<file path="config.mk">
export PLATFORM = sky130hd
export DESIGN_NAME = tmr_alarm
export DESIGN_NICKNAME = d
export VERILOG_FILES = /design/src/rtl/tmr_pkg.sv /design/src/rtl/tmr_due.sv /design/src/rtl/tmr_alarm.sv
export SDC_FILE = /design/constraint.sdc
export NUM_CORES = 1
export LEC_CHECK = 0
export CAP_MARGIN = 10
export CORE_MARGIN = 2
export CORE_UTILIZATION = 48
export CTS_BUF_LIST = sky130_fd_sc_hd__clkbuf_2
export CTS_CLUSTER_DIAMETER = 100
export DETAILED_ROUTE_END_ITERATION = 12
export GPL_ROUTABILITY_DRIVEN = 0
export PLACE_DENSITY_LB_ADDON = 0.1
export SYNTH_ARGS = -nofsm -noshare
export SYNTH_HDL_FRONTEND = slang
export SYNTH_HIERARCHICAL = 1
export SYNTH_SLANG_ARGS = --single-unit
</file>
<file path="constraint.sdc">
create_clock -name clk -period 2.5 [get_ports clk]
set_clock_uncertainty 0.05 [all_clocks]
set_input_delay 0.25 -clock clk [delete_from_list [all_inputs] [get_ports clk]]
set_output_delay 0.25 -clock clk [all_outputs]
set_load 0.05 [all_outputs]
</file>
<file path="src/rtl/tmr_pkg.sv">
// Shared constants for the millisecond alarm: register map, CTRL bit positions, FSM states.
package tmr_pkg;
    localparam int REG_CTRL     = 0;
    localparam int REG_DEADLINE = 1;
    localparam int REG_INTERVAL = 2;
    localparam int REG_NOW      = 3;

    localparam int CTRL_EN    = 0;
    localparam int CTRL_IRQEN = 1;
    localparam int CTRL_PER   = 2;
    localparam int CTRL_PEND  = 3;

    typedef enum logic [1:0] {
        IDLE  = 2'd0,
        ARMED = 2'd1,
        FIRED = 2'd2
    } tmr_state_t;
endpackage

</file>
<file path="src/rtl/tmr_due.sv">
// Wrap-safe deadline compare: due when enabled and the deadline is at most 2^31-1 ms behind now.
// Purely combinational, no backpressure.
module tmr_due (
    input  logic [31:0] i_now,
    input  logic [31:0] i_deadline,
    input  logic        i_en,
    output logic        o_due
);
    logic [31:0] w_diff;

    assign w_diff = i_now - i_deadline;
    assign o_due  = i_en & ~w_diff[31];
endmodule

</file>
<file path="src/rtl/tmr_alarm.sv">
// Millisecond alarm/IRQ generator on a single-cycle I/O bus; ack and PEND land one cycle after stb/due.
// Optional periodic reload (INTERVAL, PER) is built only when TMR_PERIODIC_EN is defined.
module tmr_alarm
    import tmr_pkg::*;
#(
    parameter int ADDR_W = 2
) (
    input  logic              clk,
    input  logic              rst,
    input  logic [31:0]       ms_cnt,
    input  logic              stb,
    input  logic              we,
    input  logic [ADDR_W-1:0] addr,
    input  logic [31:0]       din,
    output logic [31:0]       dout,
    output logic              ack,
    output logic              irq
);
    tmr_state_t  r_state;
    logic        r_en;
    logic        r_irqen;
    logic        r_pend;
    logic [31:0] r_deadline;
    logic [31:0] r_dout;
    logic        r_ack;

    logic        w_due;
    logic        w_event;
    logic        w_ctrl_wr;
    logic        w_dl_wr;
    logic        w_per;
    logic [31:0] w_interval;
    logic [31:0] w_rdata;

    tmr_due u_due (
        .i_now      (ms_cnt),
        .i_deadline (r_deadline),
        .i_en       (r_en),
        .o_due      (w_due)
    );

    assign w_event   = (r_state == ARMED) && w_due;
    assign w_ctrl_wr = stb && we && (addr == ADDR_W'(REG_CTRL));
    assign w_dl_wr   = stb && we && (addr == ADDR_W'(REG_DEADLINE));

`ifdef TMR_PERIODIC_EN
    logic        r_per;
    logic [31:0] r_interval;
    logic [31:0] w_reload;

    // A zero interval behaves as one so catch-up always makes progress.
    assign w_reload   = r_deadline + ((r_interval == '0) ? 32'd1 : r_interval);
    assign w_per      = r_per;
    assign w_interval = r_interval;

    always_ff @(posedge clk) begin
        if (rst) begin
            r_per      <= 1'b0;
            r_interval <= '0;
        end else begin
            if (w_ctrl_wr)
                r_per <= din[CTRL_PER];
            if (stb && we && (addr == ADDR_W'(REG_INTERVAL)))
                r_interval <= din;
        end
    end
`else
    assign w_per      = 1'b0;
    assign w_interval = '0;
`endif

    always_comb begin
        w_rdata = '0;
        case (addr)
            ADDR_W'(REG_CTRL):     w_rdata = {28'd0, r_pend, w_per, r_irqen, r_en};
            ADDR_W'(REG_DEADLINE): w_rdata = r_deadline;
            ADDR_W'(REG_INTERVAL): w_rdata = w_interval;
            ADDR_W'(REG_NOW):      w_rdata = ms_cnt;
            default:               w_rdata = '0;
        endcase
    end

    always_ff @(posedge clk) begin
        if (rst) begin
            r_state    <= IDLE;
            r_en       <= 1'b0;
            r_irqen    <= 1'b0;
            r_pend     <= 1'b0;
            r_deadline <= '0;
            r_ack      <= 1'b0;
            r_dout     <= '0;
        end else begin
            r_ack  <= stb;
            r_dout <= (stb && !we) ? w_rdata : '0;

            if (w_ctrl_wr) begin
                r_en    <= din[CTRL_EN];
                r_irqen <= din[CTRL_IRQEN];
            end

            // A due event in the same cycle as a W1C keeps PEND set.
            if (w_event)
                r_pend <= 1'b1;
            else if (w_ctrl_wr && din[CTRL_PEND])
                r_pend <= 1'b0;

            if (w_ctrl_wr && !din[CTRL_EN])
                r_state <= IDLE;
            else if (w_event)
                r_state <= w_per ? ARMED : FIRED;
            else if (w_ctrl_wr)
                r_state <= ARMED;

            if (w_dl_wr)
                r_deadline <= din;
`ifdef TMR_PERIODIC_EN
            else if (w_event && w_per)
                r_deadline <= w_reload;
`endif
        end
    end

    assign dout = r_dout;
    assign ack  = r_ack;
    assign irq  = r_pend & r_irqen;
endmodule

</file>
After elaboration in Yosys (flattened, before gate mapping)
Cells that the tools add are included.
{ "totals": {"regBits": 70, "output_inout_bits": 34} }
{ "classes": {"add_sub_neg": 1, "n_eq_ne": 4, "mux": 5, "bitwise_logic": 4, "reduce_logical": 15} }
{ "op_table": {"columns": ["cell", "count"], "rows": [
  ["one-hot mux 32 bit (4 select lines)", 1],
  ["subtractor 32 bit", 1],
  ["logical AND 1 bit", 7],
  ["equality test 2 x 1 -> 1 bit, second input constant", 2],
  ["equality test 2 bit, second input constant", 2],
  ["2-to-1 mux 2 bit", 2],
  ["nonzero test 2 bit", 2],
  ["OR reduction 2 bit", 2],
  ["OR reduction 3 bit", 1],
  ["AND 1 bit", 2],
  ["zero test 1 bit", 2],
  ["zero test 2 bit", 1],
  ["2-to-1 mux 1 bit", 2],
  ["inverter 1 bit", 2]
]} }

Longest topological paths before layout
{ "logic_depth": {"ltp_word": 5, "ltp_mapped": 11} }

By module
The synthesis kept the hierarchy.
{ "by_module_without_submodules": {"columns": ["mod", "instances", "cells_each", "area_per_inst_um2", "seq_area_each_um2"], "rows": [
  ["tmr_alarm", 1, 273, 2536.2, 1401.3],
  ["tmr_due", 1, 115, 787.0, 0.0]
]} }

Worst setup path before layout
OpenSTA, ideal clock, no wires.
{ "synth_timing": {"path_type": "register -> register", "start": "register r_deadline[29]", "end": "register r_pend", "arrival_time_ns": 2.134, "required_ns": 2.393, "setup_slack_ns": 0.259, "path_stages_with_launch": 12, "path_buffers": 0, "path_cell_list": "dfxtp_1 > inv_1 > ha_1 > a21oi_2 > nand2_1 > a221o_1 > a211o_1 > a2111o_1 > nand3_1 > nand2_1 > nor2_1 > o21ba_2"} }
{ "synth_via": {"elab_chain_cells": 5, "elab_cells_between_ends": 6, "classes_between": "1 x add/sub; 1 x mux; 2 x bitwise; 2 x reduce/logical"} }
{ "synth_rtl": {"columns": ["element", "line", "source"], "rows": [
  ["from (decl)", "tmr_alarm.sv:23", "logic [31:0] r_deadline;"],
  ["from (signal assigned)", "tmr_alarm.sv:115", "r_deadline <= din;"],
  ["subtractor 32 bit *", "tmr_due.sv:11", "assign w_diff = i_now - i_deadline;"],
  ["inverter 1 bit *", "tmr_due.sv:12", "assign o_due = i_en & ~w_diff[31];"],
  ["AND 1 bit *", "tmr_due.sv:12", null],
  ["net w_due", "tmr_alarm.sv:27", "logic w_due;"],
  ["logical AND 1 bit *", "tmr_alarm.sv:42", "assign w_event = (r_state == ARMED) && w_due;"],
  ["2-to-1 mux 1 bit or nonzero test 2 bit (tied branches)", null, null],
  ["to (signal assigned)", "tmr_alarm.sv:88", "r_pend <= 1'b0;"],
  ["to (signal assigned)", "tmr_alarm.sv:103", "r_pend <= 1'b1;"],
  ["to (signal assigned)", "tmr_alarm.sv:105", "r_pend <= 1'b0;"],
  ["to (decl)", "tmr_alarm.sv:22", "logic r_pend;"]
]} }
The timed path passes the listed nets; every way through them passes the cells marked *.
A chain may end at the register's enable or synchronous reset.

Final worst setup path
{ "layout_timing": {"start": "register r_deadline[20]", "end": "register r_pend"} }
Same word-level chain as after synthesis.

==> run_results.csv <==
group,metric,value,unit
cts,cts_max_path_buffers,2,
synth,synthMuxAreaShare,10.7,%
cts,cts_buffers,9,
synth,synth_cell_types,37,
detailed_routing,drt_pass1_iterations,4,
sta,worst_slack,0.130,ns
sta,slew_headroom,58.7,%
sta,fmax,0.422,GHz
job,drv_cap,0,
synth,synth_adder_area_share,11.3,%
hold_path,hp-class,"input pin to flip-flop",
global_route,grt_first_pass_wirelength,12200,microns
cells_and_area,fin_cells,580,
die,dieArea,0.00760,sq mm
cts,clock_latency,0.47,ns
power,power,1.98,mW
setup_path,cp_max_fo,3,
die,rows,30,
detailed_routing,ant_nets,0,
global_route,grt_overflow,0,
detailed_routing,drc_errors,0,
detailed_routing,viasPerCell,5.09,
power,power_frac_comb,17.9,%
power,peakVddDrop,290,uV
power,p_int,1.44,mW
die,fp.dieH,87.2,microns
cts,clk_pin_slew,0.17,ns
placement,pre_cts_slack,-0.262,ns
cts,cts_sinks,70,
synth,async_reset_ff_share,0,%
synth,synth_top_family_by_area,"simple AND/OR/NAND/NOR gates",
die,coreArea,0.00676,sq mm
sta,period_needed,2.37,ns
setup_path,start_kind,"flip-flop",
detailed_routing,drtIter0Drc,111,
setup_path,path_class,"flip-flop to flip-flop",
detailed_routing,num_vias,2954,
power,switchingPower,0.536,mW
synth,yosys_warnings,6,
cells_and_area,drive_gt1_share,7.60,%
sta,layout_worst_path_cycle_share,94.8,%
cells_and_area,utilization,67.1,%
power,pwr-share-clk,24.2,%
synth,syn_avg_cell_area,8.56,sq um
placement,portBuffers,103,
setup_path,ff2ff_setup_slack,0.13,ns
placement,hpwl,5680,microns
synth,synth-xor-area-share,0.264,%
placement,place_area,0.00445,sq mm
power,power_density,436,mW/mm^2
global_route,grt_util_all_layers,20.7,%
sta,worst_slew_pin_slew,0.617,ns
synth,yosysSeqAreaShare,42.2,%
cts,cts_tree,"built",
synth,syn_area,0.00332,sq mm
synth,ys_seq_elements,70,
die,io_pins,104,
cts,cts_root_buffer,"clkbuf_2",
cells_and_area,fillers,581,
synth,synth_edf_count,0,
global_route,grt_pass1_vias,2752,
synth,synth_nets,488,
cells_and_area,antenna_cells,0,
cells_and_area,stdcell_area,0.00454,sq mm
setup_path,cp-end-kind,"flip-flop",
power,switching_share,27.1,%
cts,ctsHtreeMaxLevel,3,
synth,synth-compound-area-share,11.2,%
detailed_routing,postRouteWirelength,7620,microns
setup_path,critical_path_arrival,2.75,ns
sta,setup_viol,0,
cells_and_area,area_growth,36.5,%
placement,dp_cells,566,
power,seq_power_share,57.9,%
power,cellLeakagePower,1.72,nW
synth,syn_inst,388,
sta,drv_slew,0,
global_route,grt_max_degree,38,
die,fp.dieW,87.2,microns
setup_path,cp_data_required_time,2.88,ns
detailed_routing,wire_per_inst,13.1,microns
synth,ys.flop_type,"dfxtp_1",
cells_and_area,fin_nets,597,
global_route,grt_antenna_before_repair,0,
die,initial_core_util,49.2,%
synth,yosys.area_share.simple,17.4,%
run_status,run_status,"finished, final reports clean",
sta,hold_violations,0,
cts,postCtsHoldBufs,0,
-- path summary, 6_finish.rpt --
| check | start | to | cells past startpoint |
|---|---|---|---|
| setup / recovery | r_deadline[20] | r_pend | 11 |
| hold / removal | din[29] | r_deadline[29] | 3 |
| setup reg to reg | r_deadline[20] | r_pend | 11 |
| hold reg to reg | r_deadline[6] | r_deadline[6] | 2 |
-- stage by stage --
| step | setup TNS, ns | hold WS, ns |
|---|---|---|
| after global routing | -0.0189 | 0.212 |
| after detailed placement | -0.680 | 0.410 |
| after CTS | 0 | 0.202 |
| final | 0 | 0.237 |
| after floorplan | 0 | 0.336 |
| after global placement | -0.481 | 0.404 |
-- layout by cell type (no fill, tap or decap), types with 2 or more instances in the layout --
| cell type | n |
|---|---|
| nand4_1 | 5 |
| a21oi_1 | 47 |
| a21oi_2 | 2 |
| mux2i_1 | 32 |
| clkdlybuf4s50_1 | 102 |
| clkbuf_2 | 10 |
| ha_1 | 29 |
| nand2b_1 | 2 |
| clkinv_1 | 3 |
| dfxtp_1 | 67 |
| nor2_1 | 38 |
| nand3_1 | 4 |
| mux2_2 | 3 |
| dfxtp_2 | 3 |
| nand2_1 | 75 |
| a22oi_1 | 3 |
| inv_1 | 31 |
| o21ai_0 | 6 |
| buf_4 | 13 |
-- cell type report --
class                           instances  area [sq um]  share of cell area, %
Clock buffer                           10          50.0                   1.10
Clock inverter                          4          16.3                  0.359
Inverter                               31           116                   2.57
Multi-Input combinational cell        268          1700                   37.6
Sequential cell                        70          1410                   31.0
Tap cell                               80           100                   2.21
Timing Repair Buffer                  117          1140                   25.2
-- registers in the layout, indices dropped and copies added (netlist names) --
signal	count
dout	32
r_en	1
r_pend	1
ack	1
r_irqen	1
r_state	2
r_deadline	32
-- synthesized netlist by cell type, drive strengths merged (2+ instances only) --
cell type / count / area (sq um)
o21ai: 7 / 35.0
a22oi: 3 / 22.5
buf: 14 / 97.6
mux2i: 32 / 320
nor3: 2 / 15.0
a21oi: 49 / 253
ha: 30 / 375
nand3: 4 / 20.0
nor2: 39 / 146
clkbuf: 5 / 18.8
mux2: 3 / 33.8
nand2b: 2 / 12.5
dfxtp: 70 / 1400
nand4: 5 / 31.3
nand2: 75 / 282
inv: 31 / 116
-- power by group through the flow --
stage               combinational, mW  sequential (mW)  clock (mW)
detailed placement              0.352             1.17           0
global route                    0.387             1.15       0.533
CTS                             0.353             1.15       0.499
floorplan                       0.153             1.19           0
finish                          0.353             1.15       0.479
global placement                0.345             1.17           0
-- repair_timing --
action                     CTS  global route
buffers inserted             0             0
setup endpoints to repair    0             3
gates resized for setup      0             6
-- logic make-up after synthesis --
logic type / Yosys count
simple gates: 136
flops: 70
compound gates: 66
buf+inv: 50
mux: 35
fa+ha+maj: 30
xor+xnor: 1
-- routing by layer --
metal  track usage, %  up-vias  share of wire, %
li1                 -     1505                 -
met1             26.9     1353                46
met2             33.8       81                47
met3             3.51       15               4.9
met4             8.95        0               2.1
met5                0        -                 0
-- critical path, stage by stage, from the launching register on --
cell,delay [ns]
dfxtp_2,0.38
inv_1,0.05
ha_1,0.28
a21oi_1,0.14
o21ai_1,0.11
a221o_1,0.33
a211o_1,0.29
a2111o_1,0.28
nand3_1,0.09
nand2_1,0.07
nor2_2,0.12
o21ba_2,0.15
Power figures use the tool's default switching activity.
